$ cat config.mk
export PLATFORM = sky130hd
export DESIGN_NAME = dff_pipe
export DESIGN_NICKNAME = d
export VERILOG_FILES = /design/src/rtl/dff_pkg.sv /design/src/rtl/dff_pipe_stage.sv /design/src/rtl/dff_pipe.sv
export SDC_FILE = /design/constraint.sdc
export NUM_CORES = 1
export LEC_CHECK = 0
export CAP_MARGIN = 15
export CORE_ASPECT_RATIO = 1.1
export CORE_UTILIZATION = 36
export CTS_BUF_LIST = sky130_fd_sc_hd__clkbuf_2
export DETAILED_ROUTE_END_ITERATION = 8
export GPL_TIMING_DRIVEN = 0
export PLACE_DENSITY = 0.73
export SETUP_SLACK_MARGIN = 0.15
export SYNTH_ARGS = -nofsm -noshare
export SYNTH_HDL_FRONTEND = slang
export SYNTH_SLANG_ARGS = --single-unit
$ cat constraint.sdc
create_clock -name clk -period 1.75 [get_ports clk]
set_clock_uncertainty 0.15 [all_clocks]
set_input_delay 0.2625 -clock clk [delete_from_list [all_inputs] [get_ports clk]]
set_output_delay 0.2625 -clock clk [all_outputs]
set_load 0.01 [all_outputs]
$ cat src/rtl/dff_pkg.sv
// Shared definitions for the dff_pipe elastic register pipeline.
package dff_pkg;

    localparam logic DFF_RST_DATA = '0;

    function automatic int unsigned cnt_w(input int unsigned depth);
        return $clog2(depth + 1);
    endfunction

endpackage

$ cat src/rtl/dff_pipe_stage.sv
// One pipeline stage: a WIDTH-bit data register plus its valid bit.
module dff_pipe_stage
    import dff_pkg::*;
#(
    parameter int WIDTH = 8
) (
    input  logic             clk,
    input  logic             reset_n,
    input  logic             clear,
    input  logic             up_valid,
    input  logic [WIDTH-1:0] up_data,
    input  logic             load,
    output logic             vld,
    output logic [WIDTH-1:0] data
);

    // Data only moves with a real beat, so an empty stage keeps its last value.
    always_ff @(posedge clk or negedge reset_n) begin
        if (!reset_n) begin
            vld  <= 1'b0;
            data <= {WIDTH{DFF_RST_DATA}};
        end else if (clear) begin
            vld <= 1'b0;
        end else if (load) begin
            vld <= up_valid;
            if (up_valid)
                data <= up_data;
        end
    end

endmodule

$ cat src/rtl/dff_pipe.sv
// Elastic DEPTH-stage register pipeline with valid/ready on both ends and bubble collapsing.
// Optional registered occupancy counter: define DFF_PIPE_COUNT_EN.
module dff_pipe
    import dff_pkg::*;
#(
    parameter int WIDTH = 8,
    parameter int DEPTH = 4
) (
    input  logic                     clk,
    input  logic                     reset_n,
    input  logic                     clear,
    input  logic                     in_valid,
    output logic                     in_ready,
    input  logic [WIDTH-1:0]         in_data,
    output logic                     out_valid,
    input  logic                     out_ready,
    output logic [WIDTH-1:0]         out_data,
`ifdef DFF_PIPE_COUNT_EN
    output logic [cnt_w(DEPTH)-1:0]  occupancy,
`endif
    output logic [WIDTH-1:0]         out_data_n
);

    logic             vld  [DEPTH];
    logic [WIDTH-1:0] data [DEPTH];
    logic [DEPTH-1:0] can_load;

    // The recursive ready chain is flattened: stage i may load when out_ready
    // is high or any stage from i to the output end is empty.
    always_comb begin
        logic hole;
        can_load = '0;
        for (int unsigned i = 0; i < DEPTH; i++) begin
            hole = 1'b0;
            for (int unsigned j = i; j < DEPTH; j++)
                hole = hole | ~vld[j];
            can_load[i] = hole | out_ready;
        end
    end

    assign in_ready = can_load[0] & ~clear;

    for (genvar gi = 0; gi < DEPTH; gi++) begin : g_stage
        logic             up_valid;
        logic [WIDTH-1:0] up_data;

        if (gi == 0) begin : g_head
            assign up_valid = in_valid;
            assign up_data  = in_data;
        end else begin : g_body
            assign up_valid = vld[gi-1];
            assign up_data  = data[gi-1];
        end

        dff_pipe_stage #(
            .WIDTH(WIDTH)
        ) u_stage (
            .clk     (clk),
            .reset_n (reset_n),
            .clear   (clear),
            .up_valid(up_valid),
            .up_data (up_data),
            .load    (can_load[gi]),
            .vld     (vld[gi]),
            .data    (data[gi])
        );
    end

    assign out_valid  = vld[DEPTH-1];
    assign out_data   = data[DEPTH-1];
    assign out_data_n = ~data[DEPTH-1];

`ifdef DFF_PIPE_COUNT_EN
    localparam int CW = cnt_w(DEPTH);

    logic push;
    logic pop;

    assign push = in_valid & in_ready;
    assign pop  = out_valid & out_ready;

    always_ff @(posedge clk or negedge reset_n) begin
        if (!reset_n)
            occupancy <= '0;
        else if (clear)
            occupancy <= '0;
        else if (push & ~pop)
            occupancy <= occupancy + CW'(1);
        else if (pop & ~push)
            occupancy <= occupancy - CW'(1);
    end
`endif

endmodule

**Yosys cells after proc, flatten, opt, wreduce, memory -nomap -nowiden**

Index checks and enable logic that the tools add are counted.

- Register bits after elaboration: 36
- Input port bits: 13
- Output and inout bits: 18
- Logic and storage cells: 41

- Muxes and demuxes: 8
- Bitwise operators: 17
- Reduce and logical (&&, ||, !) cells: 8

Operators with widths:

| operator | count |
|---|---|
| AND reduction 3 bit | 4 |
| OR 1 bit | 10 |
| 2-to-1 mux 1 bit | 8 |
| inverter 8 bit | 1 |
| nonzero test 2 bit | 4 |
| inverter 1 bit | 5 |
| bitwise AND 1 bit | 1 |

**Longest topological paths before layout**

Gate-level depths: netlist (run 1).

- Word-level depth: 7
- Depth in mapped cells: 5
- Mapped depth without buffers: 3

**By module**

Synthesis (run 1) repeated with hierarchy kept, for this count alone.

- Cells, all modules: 94
- Area total of the unflattened synthesis: 1,466.4 µm²

By module, submodules not included:

| module | instances | cells an instance | area an instance (µm²) | seq. area each (µm²) |
|---|---|---|---|---|
| dff_pipe_stage | 4 | 20 | 349.1 | 225.2 |
| dff_pipe | 1 | 14 | 70.1 | 0.0 |

**Least setup slack after synthesis (run 1)**

Ideal clock, no wire load.

- Kind: flip-flop to flip-flop
- Start point: register g_stage[3].u_stage.vld
- End point: register g_stage[1].u_stage.data[0]
- Library setup time: 0.125 ns
- Arrival: 1.522 ns
- Required time: 1.475 ns
- Slack: -0.047 ns
- Stages on the path, launching flop included: 6
- Buffers on the path: 2
- Clock period less this slack: 1.797 ns
- Cells stage by stage: dfrtp_1 -> and4b_1 -> buf_6 -> or3b_1 -> buf_6 -> mux2_4

- Cells in the longest elaborated chain, start to end: 4

RTL lines:

| item | RTL line | text |
|---|---|---|
| start, declared | dff_pipe_stage.sv:13 | `output logic vld,` |
| start signal, assigned | dff_pipe_stage.sv:25 | `vld <= up_valid;` |
| inverter 1 bit | dff_pipe.sv:36 | `hole = hole \| ~vld[j];` |
| OR 1 bit | dff_pipe.sv:36 |  |
| OR 1 bit | dff_pipe.sv:37 | `can_load[i] = hole \| out_ready;` |
| AND reduction 3 bit (no line) | -- |  |
| end signal, assigned | dff_pipe_stage.sv:21 | `data <= {WIDTH{DFF_RST_DATA}};` |
| end signal, assigned | dff_pipe_stage.sv:27 | `data <= up_data;` |
| end, declared | dff_pipe_stage.sv:14 | `output logic [WIDTH-1:0] data` |

Every way passes these cells.
A chain may end at the register's enable or synchronous reset.

**Worst setup path in the final report (run 1)**

- Start point: input out_ready
- End point: register g_stage[1].u_stage.data[3]

- Cells in the longest elaborated chain, start to end: 2

RTL lines:

| item | RTL line | text |
|---|---|---|
| start, declared | dff_pipe.sv:16 | `input logic out_ready,` |
| OR 1 bit | dff_pipe.sv:37 |  |
| AND reduction 3 bit (no line) | -- |  |

Every way passes these cells.

==> flow_summary.yaml, run 1 <==
yosys:
  most_common_cell_in_the_synthesized_netlist: "sky130_fd_sc_hd__dfrtp_1"
  share_of_the_synthesized_area_in_the_top_cell_type_pct: 61.8
  synth.top_cells.by_count: "sky130_fd_sc_hd__dfrtp_1 (36), sky130_fd_sc_hd__mux2_2 (24), sky130_fd_sc_hd__inv_1 (9)"
  synthDominantAreaCellType: "sky130_fd_sc_hd__dfrtp_1"
  synth_async_sr_flop_share_pct: 100
  yosys_register_bits: 36
  number_of_flops_mapped_to_enable_cells_by_yosys: 0
  ys_seq_area_share_pct: 61.8
  syn_inst: 97
  yosys_most_used_dff: "sky130_fd_sc_hd__dfrtp_1"
  synth_area_um2: 1460
  post_synth.cell_area_avg_um2: 15.0
  synth_cell_types: 15
  synthesis.yosys.warnings: 0
  biggest_area_contributors_in_the_synthesized_netlist: "sky130_fd_sc_hd__dfrtp_1 (62%), sky130_fd_sc_hd__mux2_2 (19%), sky130_fd_sc_hd__mux2_4 (8.2%)"
  syn_nets: 110
clock_network:
  clk_pin_slew_worst_paths_ns: 0.17
  clock_tree.root_cell: "sky130_fd_sc_hd__clkbuf_2"
  clk-insertion-delay-late_ns: 0.37
  clock_sinks: 36
  cts_made_buffers: 5
  clockBufferDepth: 2
  clock_tree_from_tritoncts: "done"
  htreeDepth: 2
die:
  die_height_um: 68.7
  coreArea_um2: 3770
  placement_rows: 23
  starting_utilization_of_the_core_area_pct: 38.7
  num_io_pins: 31
  fp.dieW_um: 62.7
  floorplan.die_area_um2: 4310
worst_setup_path:
  crit_chain: "clkdlybuf4s50_1, and4b_1, buf_6, or3b_1, buf_6, mux2_4"
  critical-path-max-stage-delay_ns: 0.52
  worstPathMaxFanout: 8
  critical_path.endpoint_type: "flop"
  setup.worst_path.class: "input port to flop"
  timing.critical_path.required_ns: 1.86
  worst-r2r-setup-slack_ns: -0.10
  worst-path-buf-inv: 3
  timing.rr.start: "g_stage[2].u_stage.vld"
  critical_path.startpoint_type: "input port"
  critical_path.reg2reg.endpoint: "g_stage[1].u_stage.data[3]"
  most_repeated_library_cell_on_the_critical_path: "sky130_fd_sc_hd__buf_6"
  worst_path_max_delay_cell: "sky130_fd_sc_hd__clkdlybuf4s50_1"
  reg2reg_depth: 5
  critical_path.top_delay_family: "buffers and inverters"
  crit_arrival_ns: 1.97
detailed_routing:
  detail_route.iter0.violations: 21
  route.detailed.drc: 0
  totalWireLength_um: 2780
  ant_nets: 0
  routed-via-count: 927
  drtPass1Iterations: 2
  viasPerCell: 4.57
  detail_route.wl_per_cell_um: 13.7
timing:
  timing.max_slew.rel_slack_pct: 48.9
  setup_slack_ns: -0.113
  worst_pin_slew_ns: 0.767
  hold_viol: 0
  timing.fmax_mhz: 537
  timing_max_transition_violations_final: 0
  post-route-min-period_ns: 1.86
  period_share_pct: 106
  rsz0062_at_grt: "yes"
  whs_ns: 0.0356
  setup-violations-final: 22
grt:
  grtUsageMet2_pct: 24.5
  grt_pass1_wl_um: 4450
  globalRoute.totalOverflow: 0
  groute.usage.overall_pct: 14.1
  grt_use_met1_pct: 15.9
  gr-usage-met3_pct: 4.44
  number_of_global_route_vias_before_repair: 936
  grt.busiest_layer: "met2"
  number_of_antenna_violations_at_the_first_check_in_global_routing: 0
  grt_start_max_net_pins: 37
power_and_ir_drop:
  power_leakage_nw: 1.05
  vdd_ir_drop_max_mv: 0.325
  pwr_density_cell_nw_per_um2: 1130
place:
  dp.final_hpwl_um: 1780
  gp_congestion: 0.636
  preCtsSetupSlack_ns: -0.473
  io_buffers: 29
  number_of_cells_in_the_design_after_placement: 176
  post_dp_cell_area_um2: 1810
final_layout:
  layout.cell_area.non_filler_um2: 2090
  finalNonFillerCells: 203
  syn_to_final_growth_pct: 43.1
  num-fill-cells: 319
  antenna_cells: 0
  final_core_utilization_pct: 55.3
  multiInputGateArea_um2: 598
  share_of_post_route_cells_with_drive_strength_above_1_pct: 50.3
  regArea_um2: 901
  nNetsFinal: 165
job:
  cap_viol_max_count: 0
hold_path:
  worst_hold_path.endpoint: "g_stage[1].u_stage.vld"
  timing.hold.worst.class: "input port to flop"
  hold-path-cell-count: 2
  hold_path.startpoint: "clear"
outcome:
  violations: "setup timing"
  outcome: "finished with violations"
stage by stage:
stage	setup TNS, ns	power, W
floorplan	-0.260	0.00152
global placement	-24.62	0.00187
detailed placement	-10.03	0.00190
CTS	-0.522	0.00241
global route	-1.88	0.00248
finish	-1.31	0.00235
state kept, by name, summed over array words and instances, names as in the netlist:
register and cells:
g_stage.u_stage.data 32, g_stage.u_stage.vld 4
cell usage in the layout (no fill, tap or decap), drive strengths merged:
cell type / n
dlygate4sd2: 8
nor3b: 1
nor2: 6
clkdlybuf4s50: 10
dfrtp: 36
and4b: 1
dlygate4sd3: 1
clkinv: 1
nor2b: 1
buf: 32
inv: 9
a211o: 1
mux2: 32
nand2b: 1
a21oi: 4
or3b: 1
clkbuf: 8
cells by family (layout without fill, tap and decap cells):
family          Yosys count  count (layout)  synth area share [%]
flops                    36              36                  61.8
mux                      32              32                  26.8
buf+inv                  13              69                  4.55
compound gates            5               5                  2.32
simple gates             11              11                  4.55
worst max-delay path by stage:
stage                                 from                          to  slack (ns)  depth (start not counted)
floorplan           g_stage[3].u_stage.vld  g_stage[1].u_stage.data[0]       -0.03                          5
global placement                   reset_n  g_stage[0].u_stage.data[0]       -0.43                          1
detailed placement               out_ready                    in_ready       -0.47                          5
CTS                 g_stage[2].u_stage.vld                    in_ready       -0.08                          4
global route        g_stage[2].u_stage.vld                    in_ready       -0.13                          4
finish                           out_ready  g_stage[1].u_stage.data[3]       -0.11                          6
per-layer routing:
| layer | part of all wire [%] | vias to the layer above |
|---|---|---|
| li1 | - | 435 |
| met1 | 44 | 462 |
| met2 | 51 | 23 |
| met3 | 3.7 | 7 |
| met4 | 2.1 | 0 |
| met5 | 0 | - |
layout make-up:
type                       count  area share, %
tap                           50           3.00
sequential                    36           43.2
inverter                       9           1.62
buffer                         4           2.04
clock buffer                   7           1.68
timing repair buffer          48           19.6
multi-input combinational     48           28.7
clock inverter                 1          0.180
report_power, final:
part / total [W] / switching, W / leakage [nW] / internal, W
clock: 0.000362 / 0.000255 / 0.0306 / 0.000107
sequential: 0.00118 / 0.000123 / 0.445 / 0.00106
combinational: 0.000805 / 0.000273 / 0.576 / 0.000532
total: 0.00235 / 0.000651 / 1.05 / 0.00170
repair_timing:
action	4_1_cts	5_1_grt
resized for setup	67	12
setup endpoints to repair	50	42
endpoints found under the hold margin	36	0
hold buffers	1	0
pin swaps	5	2
setup buffers	16	2
Note: power is estimated with default switching activity, not from simulation.
==> inputs of run 2 (changes only) <==
--- a/config.mk
+++ b/config.mk
@@ -7,11 +7,11 @@
 export LEC_CHECK = 0
 export CAP_MARGIN = 15
 export CORE_ASPECT_RATIO = 1.1
-export CORE_UTILIZATION = 36
+export CORE_UTILIZATION = 45
 export CTS_BUF_LIST = sky130_fd_sc_hd__clkbuf_2
 export DETAILED_ROUTE_END_ITERATION = 8
 export GPL_TIMING_DRIVEN = 0
-export PLACE_DENSITY = 0.73
+export PLACE_DENSITY = 0.86
 export SETUP_SLACK_MARGIN = 0.15
 export SYNTH_ARGS = -nofsm -noshare
 export SYNTH_HDL_FRONTEND = slang
==> run 2 against run 1 <==
Net effect: the run still ends with setup timing left; largest cell class unchanged; worst hold slack improved by 0.28 ns; worst setup slack gained 0.0013 ns; highest routed layer unchanged; register-to-register slack about the same.
==> flow_summary.yaml, run 2 (synthesis results as in run 1) <==
outcome:
  outcome: "finished with violations"
  violations: "setup timing"
worst_setup_path:
  setup.worst_path.class: "input port to flop"
  critical_path.endpoint_type: "flop"
  crit_arrival_ns: 1.98
  worstPathMaxFanout: 8
  critical_path.startpoint_type: "input port"
  timing.critical_path.required_ns: 1.87
clock_network:
  clock_tree_from_tritoncts: "done"
  cts_made_buffers: 5
  clk-insertion-delay-late_ns: 0.37
  clock_sinks: 36
  clk_pin_slew_worst_paths_ns: 0.17
  htreeDepth: 2
  clockBufferDepth: 2
  clock_tree.root_cell: "sky130_fd_sc_hd__clkbuf_2"
timing:
  period_share_pct: 106
  timing.max_slew.rel_slack_pct: 47.6
  hold_viol: 0
  post-route-min-period_ns: 1.86
  worst_pin_slew_ns: 0.786
  timing_max_transition_violations_final: 0
  timing.fmax_mhz: 537
  rsz0062_at_grt: "yes"
  setup_slack_ns: -0.111
  setup-violations-final: 17
job:
  cap_viol_max_count: 0
place:
  dp.final_hpwl_um: 1620
  gp_congestion: 0.667
  io_buffers: 29
  number_of_cells_in_the_design_after_placement: 160
power_and_ir_drop:
  netSwitchingPower_w: 0.000672
  p_sw_share_pct: 27.9
  internal_power_component_w: 0.00173
  power_leakage_nw: 1.07
  total_power_w: 0.00241
  pwr_density_cell_nw_per_um2: 1140
  pwr-share-comb_pct: 35.5
  sequential_fraction_of_design_power_pct: 49.5
  power_frac_clock_pct: 15.0
  vdd_ir_drop_max_mv: 0.647
hold_path:
  timing.hold.worst.class: "input port to async pin"
final_layout:
  finalNonFillerCells: 188
  top_library_cells_by_usage_in_the_layout_fill_and_taps_aside: "sky130_fd_sc_hd__dfrtp_1 (36), sky130_fd_sc_hd__mux2_4 (32), sky130_fd_sc_hd__buf_4 (13)"
  antenna_cells: 0
  nNetsFinal: 166
  syn_to_final_growth_pct: 44.4
  share_of_post_route_cells_with_drive_strength_above_1_pct: 50.6
  layout_commonest_cell: "sky130_fd_sc_hd__dfrtp_1"
  regMostFlops: "g_stage.u_stage.data"
  largest_register_ff_count: 32
  layout_top_registers: "g_stage.u_stage.data: 32 flops, g_stage.u_stage.vld: 4 flops"
detailed_routing:
  drtPass1Iterations: 4
  totalWireLength_um: 2590
  detail_route.iter0.violations: 26
  route.detailed.drc: 0
  detail_route.wl_per_cell_um: 13.8
  ant_nets: 0
  viasPerCell: 4.91
  routed-via-count: 924
die:
  placement_rows: 21
  starting_utilization_of_the_core_area_pct: 47.4
  floorplan.die_area_um2: 3470
  die_height_um: 61.7
  num_io_pins: 31
  coreArea_um2: 3070
  fp.dieW_um: 56.3
grt:
  number_of_antenna_violations_at_the_first_check_in_global_routing: 0
  grt_start_max_net_pins: 37
  number_of_global_route_vias_before_repair: 953
  globalRoute.totalOverflow: 0
  groute.usage.overall_pct: 16.6
  grt_pass1_wl_um: 4200
run 2: stage by stage:
stage	utilization (%)	area (µm²)	hold WS, ns	setup TNS (ns)	setup WS (ns)
floorplan	-	1460	-0.183	-0.260	-0.0326
global placement	58.4	1800	0.334	-22.06	-0.407
detailed placement	58.3	1790	0.222	-10.26	-0.409
CTS	67.1	2060	0.280	-0.423	-0.0654
global route	68.5	2100	0.292	-1.55	-0.140
finish	68.5	2100	0.320	-1.02	-0.111
run 2: critical path, cell delays in order:
cell and delay (ns):
sky130_fd_sc_hd__clkdlybuf4s50_1 0.53, sky130_fd_sc_hd__and4b_1 0.23, sky130_fd_sc_hd__buf_6 0.13, sky130_fd_sc_hd__or3b_4 0.37, sky130_fd_sc_hd__buf_8 0.15, sky130_fd_sc_hd__mux2_4 0.30
run 2: layout make-up:
class	count	area, µm²
sequential	36	901
fill	205	970
multi-input combinational	48	608
tap	34	42.5
clock inverter	1	3.75
clock buffer	7	35.0
timing repair buffer	49	434
inverter	9	33.8
buffer	4	46.3
run 2: what timing repair did:
item,4_1_cts,5_1_grt
resized for setup,63,22
pin swaps,3,2
endpoints found under the hold margin,40,0
gates cloned,0,0
hold buffers,2,0
buffers inserted,16,2
endpoints found under the setup margin,50,40
run 2: power groups by stage:
stage | Sequential, W | Clock, W | Combinational (W)
after global routing | 0.00122 | 0.000414 | 0.000926
after floorplan | 0.00121 | 0 | 0.000317
final | 0.00119 | 0.000361 | 0.000855
after CTS | 0.00119 | 0.000370 | 0.000853
after global placement | 0.00120 | 0 | 0.000671
after detailed placement | 0.00122 | 0 | 0.000698
run 2: path summary, 6_finish.rpt:
| check | start | depth (start not counted) | slack (ns) | to |
|---|---|---|---|---|
| hold reg to reg | g_stage[2].u_stage.data[0] | 1 | 0.37 | g_stage[3].u_stage.data[0] |
| hold / removal | reset_n | 2 | 0.32 | g_stage[3].u_stage.data[3] |
| setup reg to reg | g_stage[2].u_stage.vld | 5 | -0.10 | g_stage[1].u_stage.data[0] |
| min in group clk | clear | 4 | 0.32 | g_stage[3].u_stage.data[1] |
| setup / recovery | out_ready | 6 | -0.11 | g_stage[1].u_stage.data[0] |
| max in group asynchronous | reset_n | 2 | 0.62 | g_stage[2].u_stage.data[6] |
run 2: routing by layer:
layer | global-route usage (%) | wire (µm)
met4 | 9.41 | 61
met2 | 28.7 | 1230
met5 | 0 | 0
met3 | 4.97 | 137
met1 | 19.0 | 1160
